### src/rtl/sysmanage_executor_if.sv
// System-manage command channel plus per-target flush req/ack handshakes and status.
// The slave modport is the executor; the master modport is the core/cache side.
interface sysmanage_executor_if;
  logic       sm_valid_i;
  logic       sm_ready_o;
  logic [7:0] sm_command_i;
  logic       dflush_req_o;
  logic       dflush_ack_i;
  logic       iflush_req_o;
  logic       iflush_ack_i;
  logic       tlbflush_req_o;
  logic       tlbflush_ack_i;
  logic       busy_o;
  logic       done_o;
  logic       err_o;
  logic [1:0] err_code_o;

  modport slave (
    input  sm_valid_i, sm_command_i, dflush_ack_i, iflush_ack_i, tlbflush_ack_i,
    output sm_ready_o, dflush_req_o, iflush_req_o, tlbflush_req_o,
    output busy_o, done_o, err_o, err_code_o
  );

  modport master (
    output sm_valid_i, sm_command_i, dflush_ack_i, iflush_ack_i, tlbflush_ack_i,
    input  sm_ready_o, dflush_req_o, iflush_req_o, tlbflush_req_o,
    input  busy_o, done_o, err_o, err_code_o
  );
endinterface

### src/rtl/sysmanage_executor.sv
// Queues system-manage commands and sequences D/I/TLB flush handshakes, reporting done/err.
// Optional per-handshake watchdog enabled by defining SYSMANAGE_TIMEOUT_EN.
module sysmanage_executor #(
  parameter int FIFO_DEPTH     = 4,
  parameter int TIMEOUT_CYCLES = 1024
) (
  input  logic                 clk_i,
  input  logic                 arstn_i,
  sysmanage_executor_if.slave  sm
);
  localparam int PW = $clog2(FIFO_DEPTH);

  typedef enum logic [2:0] {IDLE, REQ_D, REQ_I, REQ_T, DONE, ERR} state_e;

  state_e        state_q, state_d;
  logic [3:0]    fifo_q [FIFO_DEPTH];
  logic [PW-1:0] wr_ptr_q, rd_ptr_q;
  logic [PW:0]   cnt_q;
  logic          all_q;
  logic [1:0]    code_q, code_d;
  logic          done_q, done_d, err_q, err_d;
  logic [1:0]    err_code_q, err_code_d;
  logic          dreq_d, ireq_d, treq_d;
  logic          fifo_empty, fifo_full, push, pop, timeout;
  logic [3:0]    head_op;
  logic          unused_arg;

  assign fifo_empty = (cnt_q == '0);
  assign fifo_full  = (cnt_q == (PW+1)'(FIFO_DEPTH));
  assign push       = sm.sm_valid_i && !fifo_full;
  assign head_op    = fifo_q[rd_ptr_q];
  assign unused_arg = ^sm.sm_command_i[3:0];

  always_ff @(posedge clk_i or negedge arstn_i) begin
    if (!arstn_i) begin
      wr_ptr_q <= '0;
      rd_ptr_q <= '0;
      cnt_q    <= '0;
    end else begin
      if (push) wr_ptr_q <= wr_ptr_q + 1'b1;
      if (pop)  rd_ptr_q <= rd_ptr_q + 1'b1;
      cnt_q <= cnt_q + (PW+1)'(push) - (PW+1)'(pop);
    end
  end

  // Only the opcode is stored; the arg nibble is reserved.
  always_ff @(posedge clk_i) begin
    if (push) fifo_q[wr_ptr_q] <= sm.sm_command_i[7:4];
  end

`ifdef SYSMANAGE_TIMEOUT_EN
  localparam int WW = $clog2(TIMEOUT_CYCLES + 1);
  logic [WW-1:0] wd_q;
  logic          in_req;
  assign in_req = (state_q == REQ_D) || (state_q == REQ_I) || (state_q == REQ_T);

  always_ff @(posedge clk_i or negedge arstn_i) begin
    if (!arstn_i)                         wd_q <= '0;
    else if (!in_req || state_d != state_q) wd_q <= '0;
    else                                  wd_q <= wd_q + 1'b1;
  end

  assign timeout = in_req && (wd_q == WW'(TIMEOUT_CYCLES - 1));
`else
  assign timeout = 1'b0;
`endif

  always_ff @(posedge clk_i or negedge arstn_i) begin
    if (!arstn_i) begin
      state_q    <= IDLE;
      all_q      <= 1'b0;
      code_q     <= 2'b00;
      done_q     <= 1'b0;
      err_q      <= 1'b0;
      err_code_q <= 2'b00;
    end else begin
      state_q    <= state_d;
      code_q     <= code_d;
      done_q     <= done_d;
      err_q      <= err_d;
      err_code_q <= err_code_d;
      if (pop) all_q <= (head_op == 4'd4);
    end
  end

  // An ack in the same cycle as the watchdog expiry wins.
  always_comb begin
    state_d = state_q;
    code_d  = code_q;
    unique case (state_q)
      IDLE: if (!fifo_empty) begin
        unique case (head_op)
          4'd0:       state_d = DONE;
          4'd1:       state_d = REQ_I;
          4'd2, 4'd4: state_d = REQ_D;
          4'd3:       state_d = REQ_T;
          default: begin
            state_d = ERR;
            code_d  = 2'b01;
          end
        endcase
      end
      REQ_D: if (sm.dflush_ack_i) state_d = all_q ? REQ_I : DONE;
             else if (timeout) begin state_d = ERR; code_d = 2'b10; end
      REQ_I: if (sm.iflush_ack_i) state_d = all_q ? REQ_T : DONE;
             else if (timeout) begin state_d = ERR; code_d = 2'b10; end
      REQ_T: if (sm.tlbflush_ack_i) state_d = DONE;
             else if (timeout) begin state_d = ERR; code_d = 2'b10; end
      DONE:    state_d = IDLE;
      ERR:     state_d = IDLE;
      default: state_d = IDLE;
    endcase
  end

  // Completion strobes are registered, so they appear the cycle after DONE/ERR.
  always_comb begin
    dreq_d     = (state_q == REQ_D);
    ireq_d     = (state_q == REQ_I);
    treq_d     = (state_q == REQ_T);
    pop        = (state_q == IDLE) && !fifo_empty;
    done_d     = (state_q == DONE);
    err_d      = (state_q == ERR);
    err_code_d = (state_q == ERR) ? code_q : 2'b00;
  end

  assign sm.sm_ready_o     = !fifo_full;
  assign sm.dflush_req_o   = dreq_d;
  assign sm.iflush_req_o   = ireq_d;
  assign sm.tlbflush_req_o = treq_d;
  assign sm.busy_o         = !fifo_empty || (state_q != IDLE);
  assign sm.done_o         = done_q;
  assign sm.err_o          = err_q;
  assign sm.err_code_o     = err_code_q;
endmodule
### src/flat_wrapper.sv
// flat-port wrapper written by rule: the top's interface ports become plain ports
module sysmanage_executor_flat 
#(
  parameter int FIFO_DEPTH     = 4,
  parameter int TIMEOUT_CYCLES = 1024
)
  (clk_i, arstn_i, sm_sm_valid_i, sm_sm_command_i, sm_dflush_ack_i, sm_iflush_ack_i, sm_tlbflush_ack_i, sm_sm_ready_o, sm_dflush_req_o, sm_iflush_req_o, sm_tlbflush_req_o, sm_busy_o, sm_done_o, sm_err_o, sm_err_code_o);
  sysmanage_executor_if sm_i ();
  input  logic clk_i;
  input  logic arstn_i;
  input wire logic [$bits(sm_i.sm_valid_i)-1:0] sm_sm_valid_i;
  input wire logic [$bits(sm_i.sm_command_i)-1:0] sm_sm_command_i;
  input wire logic [$bits(sm_i.dflush_ack_i)-1:0] sm_dflush_ack_i;
  input wire logic [$bits(sm_i.iflush_ack_i)-1:0] sm_iflush_ack_i;
  input wire logic [$bits(sm_i.tlbflush_ack_i)-1:0] sm_tlbflush_ack_i;
  output wire logic [$bits(sm_i.sm_ready_o)-1:0] sm_sm_ready_o;
  output wire logic [$bits(sm_i.dflush_req_o)-1:0] sm_dflush_req_o;
  output wire logic [$bits(sm_i.iflush_req_o)-1:0] sm_iflush_req_o;
  output wire logic [$bits(sm_i.tlbflush_req_o)-1:0] sm_tlbflush_req_o;
  output wire logic [$bits(sm_i.busy_o)-1:0] sm_busy_o;
  output wire logic [$bits(sm_i.done_o)-1:0] sm_done_o;
  output wire logic [$bits(sm_i.err_o)-1:0] sm_err_o;
  output wire logic [$bits(sm_i.err_code_o)-1:0] sm_err_code_o;
  assign sm_i.sm_valid_i = sm_sm_valid_i;
  assign sm_i.sm_command_i = sm_sm_command_i;
  assign sm_i.dflush_ack_i = sm_dflush_ack_i;
  assign sm_i.iflush_ack_i = sm_iflush_ack_i;
  assign sm_i.tlbflush_ack_i = sm_tlbflush_ack_i;
  assign sm_sm_ready_o = sm_i.sm_ready_o;
  assign sm_dflush_req_o = sm_i.dflush_req_o;
  assign sm_iflush_req_o = sm_i.iflush_req_o;
  assign sm_tlbflush_req_o = sm_i.tlbflush_req_o;
  assign sm_busy_o = sm_i.busy_o;
  assign sm_done_o = sm_i.done_o;
  assign sm_err_o = sm_i.err_o;
  assign sm_err_code_o = sm_i.err_code_o;
  sysmanage_executor #(.FIFO_DEPTH(FIFO_DEPTH), .TIMEOUT_CYCLES(TIMEOUT_CYCLES)) u_core (.clk_i(clk_i), .arstn_i(arstn_i), .sm(sm_i));
endmodule
### config.mk
export PLATFORM = sky130hd
export DESIGN_NAME = sysmanage_executor_flat
export DESIGN_NICKNAME = d
export VERILOG_FILES = /design/src/rtl/sysmanage_executor_if.sv /design/src/rtl/sysmanage_executor.sv /design/src/flat_wrapper.sv
export SDC_FILE = /design/constraint.sdc
export NUM_CORES = 1
export LEC_CHECK = 0
export BUFFER_PORTS_ARGS = -buffer_cell sky130_fd_sc_hd__clkbuf_2
export CORE_MARGIN = 8
export CORE_UTILIZATION = 40
export CTS_BUF_LIST = sky130_fd_sc_hd__clkbuf_8
export DETAILED_ROUTE_END_ITERATION = 6
export HOLD_SLACK_MARGIN = 0.06
export SYNTH_ARGS = -nofsm -noshare
export SYNTH_HDL_FRONTEND = slang
export SYNTH_SLANG_ARGS = --single-unit
export TNS_END_PERCENT = 100
### constraint.sdc
create_clock -name clk_i -period 2.9 [get_ports clk_i]
set_clock_uncertainty 0.15 [all_clocks]
set_input_delay 0.145 -clock clk_i [delete_from_list [all_inputs] [get_ports clk_i]]
set_output_delay 0.145 -clock clk_i [all_outputs]
set_load 0.05 [all_outputs]
==> summary.md <==
| Metric | Value |
|---|---|
| Outcome | completed |
| Overall power of the completed layout | 1.987 mW |
| Setup Crit Path Kind | reg -> reg |
| Area growth from synthesis to layout | 20.83% |
| Number of inserted diodes | 0 |
| Count of nets after finishing | 157 |
| Maximum clock rate | 399.0 MHz |
| Type of destination of the critical path | flop |
| Synthesized netlist net count | 130 |
| CTS sink cnt | 31 |
| Routed via count divided by cell count | 4.800 |
| Endpoints failing hold | 0 |
| Initial cell density of the core | 40.59% |
| Count of H-tree levels built during CTS | 2 |
| Clock-pin transition on the worst setup and hold timing paths | 0.06 ns |
| All-layer global routing usage | 9.120% |
| Ports | 23 |
| Critical path data arrival time | 2.56 ns |
| TritonCTS clock tree | done |
| Count of max-cap constraint violations | 0 |
| Worst setup slack after placement | 0.4016 ns |
| Vias | 888 |
| Kind of start point of the critical path | flop |
| DRT iter0 DRCs | 57 |
| Congestion Overflow GR | 0 |
| Clock latency reported for the late side of the worst-skew pair | 0.28 ns |
| Share of synthesized area occupied by flip-flops and latches | 59.38% |
| Highest ir drop seen on vdd | 0.6266 mV |
| Std cell rows | 22 |
| Maximum clock insertion buffer count | 2 |
| Final setup violation count | 0 |
| Instance count of the mapped netlist | 109 |
| Post-synthesis cell area | 1441 um^2 |
| Final worst hold slack | 0.1250 ns |
| Setup crit start | u_core.cnt_q[1]$_DFF_PN0_ |
| Required time of the critical path | 2.95 ns |
| Pins over their slew limit | 0 |
| Clock buffers created by TritonCTS | 5 |
| Warnings, synthesis | 0 |
| Biggest fanout along the worst timing path | 4 |
| Post-CTS repair timing setup buffer count | 0 |
| Area of the die | 5781 um^2 |
| Final cycle utilization of the critical path | 86.43% |
| Port Buffers | 17 |
| Post-route minimum period | 2.506 ns |
| Root buf cell | sky130_fd_sc_hd__clkbuf_8 |
| Post-detailed-route wirelength per cell | 13.39 um |
| Horizontal die dimension | 76.03 um |
| Count of different cell masters after synthesis | 35 |
| Static leakage | 0.7299 nW |
| Via count of the first global-routing pass | 911 |
| Number of fillers in the final layout | 317 |
| Final Routed Wirelength | 2.478 mm |
| Sum Neg Setup Slack | 0 ns |
| Seq cells post-synth | 31 |
| Source of the worst register-to-register timing path | u_core.cnt_q[1]$_DFF_PN0_ |
| Detailed placer's ending HPWL | 1.892 mm |
| Largest net degree at the start of global routing | 16 |
| Drt first pass iters | 4 |
| Avg Inst Size Synth | 13.22 um^2 |
| Share of post-route cells with drive strength above 1 | 22.63% |
| Antenna violation net count after detailed routing | 0 |
| Unrepaired setup endpoints after global routing | no |
| Area of the core | 3551 um^2 |
| Routability congestion estimate | 0.7786 |
| HP Start | sm_dflush_ack_i |
| Wire length of the first global-routing pass | 4.167 mm |
| Post-layout worst setup margin | 0.3935 ns |
| Ratio of total power to cell area | 1141 nW/um^2 |
| Worst Hold Class | in -> reg |
| Antenna violations before repair | 0 |
| Die span in y | 76.03 um |
| Remaining design rule violation count | 0 |
| Share of the core filled with cells in the final layout | 49.05% |
[Yosys cell counts]
| cell type | number | area share (%) |
|---|---|---|
| sky130_fd_sc_hd__a211oi_1 | 1 | 0.52 |
| sky130_fd_sc_hd__a21oi_1 | 4 | 1.4 |
| sky130_fd_sc_hd__a31oi_1 | 1 | 0.43 |
| sky130_fd_sc_hd__a32o_1 | 1 | 0.69 |
| sky130_fd_sc_hd__and2_0 | 1 | 0.43 |
| sky130_fd_sc_hd__and2_1 | 1 | 0.43 |
| sky130_fd_sc_hd__and3_1 | 5 | 2.2 |
| sky130_fd_sc_hd__buf_4 | 1 | 0.52 |
| sky130_fd_sc_hd__buf_6 | 1 | 0.78 |
| sky130_fd_sc_hd__clkbuf_1 | 3 | 0.78 |
| sky130_fd_sc_hd__conb_1 | 1 | 0.26 |
| sky130_fd_sc_hd__dfrtp_1 | 15 | 26 |
| sky130_fd_sc_hd__edfxtp_1 | 16 | 33 |
| sky130_fd_sc_hd__fa_1 | 1 | 1.4 |
| sky130_fd_sc_hd__ha_1 | 6 | 5.2 |
| sky130_fd_sc_hd__inv_1 | 9 | 2.3 |
| sky130_fd_sc_hd__mux2_2 | 3 | 2.3 |
| sky130_fd_sc_hd__mux2i_1 | 1 | 0.69 |
| sky130_fd_sc_hd__mux4_1 | 1 | 1.8 |
| sky130_fd_sc_hd__mux4_2 | 3 | 4.7 |
| sky130_fd_sc_hd__nand2_1 | 4 | 1.0 |
| sky130_fd_sc_hd__nand2b_1 | 3 | 1.3 |
| sky130_fd_sc_hd__nand3_1 | 1 | 0.35 |
| sky130_fd_sc_hd__nor2_1 | 5 | 1.3 |
| sky130_fd_sc_hd__nor2b_1 | 1 | 0.43 |
| sky130_fd_sc_hd__nor3_1 | 4 | 1.4 |
| sky130_fd_sc_hd__nor4_1 | 1 | 0.43 |
| sky130_fd_sc_hd__o21a_1 | 1 | 0.52 |
| sky130_fd_sc_hd__o21ai_0 | 3 | 1.0 |
| sky130_fd_sc_hd__o21ai_1 | 1 | 0.35 |
| sky130_fd_sc_hd__o22ai_1 | 1 | 0.43 |
| sky130_fd_sc_hd__or3_1 | 2 | 0.87 |
| sky130_fd_sc_hd__or4_1 | 1 | 0.52 |
| sky130_fd_sc_hd__or4b_1 | 1 | 0.69 |
| sky130_fd_sc_hd__xnor2_1 | 5 | 3.0 |
[cell usage in the layout, fill, tap and decap left out, types with 2 or more instances in the layout]
cell type	instances
sky130_fd_sc_hd__dlygate4sd3_1	7
sky130_fd_sc_hd__xnor2_1	5
sky130_fd_sc_hd__clkbuf_8	5
sky130_fd_sc_hd__nand2b_1	3
sky130_fd_sc_hd__mux2_2	3
sky130_fd_sc_hd__inv_1	9
sky130_fd_sc_hd__mux4_2	3
sky130_fd_sc_hd__dfrtp_1	15
sky130_fd_sc_hd__or3_1	2
sky130_fd_sc_hd__o21ai_0	3
sky130_fd_sc_hd__and3_1	5
sky130_fd_sc_hd__a21oi_1	4
sky130_fd_sc_hd__nand2_1	4
sky130_fd_sc_hd__ha_1	6
sky130_fd_sc_hd__nor3_1	4
sky130_fd_sc_hd__edfxtp_1	16
sky130_fd_sc_hd__nor2_1	5
sky130_fd_sc_hd__clkbuf_2	17
[per-layer routing]
layer | global-route usage (%) | vias up | share of wire, %
met5 | 0 | - | 0
met2 | 14.14 | 22 | 47
met4 | 5.294 | 0 | 2.1
met3 | 4.717 | 6 | 7.0
met1 | 9.719 | 418 | 44
li1 | - | 442 | -
[cells by family after synthesis]
kind of cell	Yosys count	share of synthesized area [%]
buffers and inverters	14	4.427
XOR/XNOR	5	3.038
AND/OR/NAND/NOR	30	11.37
other	1	0.2602
flip-flops	31	59.37
AO/OA/AOI/OAI	13	5.382
adder cells (fa/ha/maj)	7	6.597
multiplexers	8	9.548
[stage by stage]
step           cells  cell area (um^2)
6_report         185              1742
2_1_floorplan    109              1441
3_5_place_dp     170              1564
3_3_place_gp     170              1564
5_1_grt          185              1742
4_1_cts          185              1742
[where the power goes]
part | leakage (nW) | internal [mW] | switching, mW | total (mW)
Combinational | 0.345 | 0.346 | 0.504 | 0.850
Sequential | 0.329 | 0.616 | 0.113 | 0.730
Clock | 0.0556 | 0.251 | 0.156 | 0.407
[worst paths after layout]
path,slack [ns],depth (start not counted),endpoint
min,0.13,3,u_core.state_q[0]$_DFFE_PN0P_
min in group asynchronous,0.17,2,u_core.state_q[2]$_DFFE_PN0P_
min reg2reg,0.31,1,u_core.code_q[0]$_DFFE_PN0P_
max reg2reg,0.39,9,u_core.cnt_q[2]$_DFF_PN0_
max in group asynchronous,2.15,2,u_core.wr_ptr_q[1]$_DFFE_PN0P_
max,0.39,9,u_core.cnt_q[2]$_DFF_PN0_
[repair_timing]
action                    in CTS  in global routing
gates resized for setup        0                  0
hold endpoints to repair      32                  0
hold buffers                   7                  0
[sequential cells by signal, summed over array words and instances (netlist names), 2 cells and up]
signal	count
u_core.fifo_q	16
u_core.cnt_q	3
u_core.state_q	3
u_core.rd_ptr_q	2
u_core.wr_ptr_q	2
[area by class of cell]
class                      instances  area [um^2]  area share (%)
clock buffer                       5        68.82           3.951
clock inverter                     3        38.79           2.227
inverter                           9        33.78           1.940
multi-input combinational         64        521.8           29.96
sequential                        31        855.8           49.14
tap                               48        60.06           3.448
timing repair buffer              25        162.7           9.339
[worst max-delay path, stage by stage (launching register included)]
cell	delay (ns)
sky130_fd_sc_hd__dfrtp_1	0.37
sky130_fd_sc_hd__or3_1	0.42
sky130_fd_sc_hd__nand2_1	0.17
sky130_fd_sc_hd__inv_1	0.10
sky130_fd_sc_hd__ha_1	0.30
sky130_fd_sc_hd__inv_1	0.04
sky130_fd_sc_hd__ha_1	0.18
sky130_fd_sc_hd__fa_1	0.38
sky130_fd_sc_hd__xnor2_1	0.18
sky130_fd_sc_hd__xnor2_1	0.14
Power figures use the tool's default switching activity.
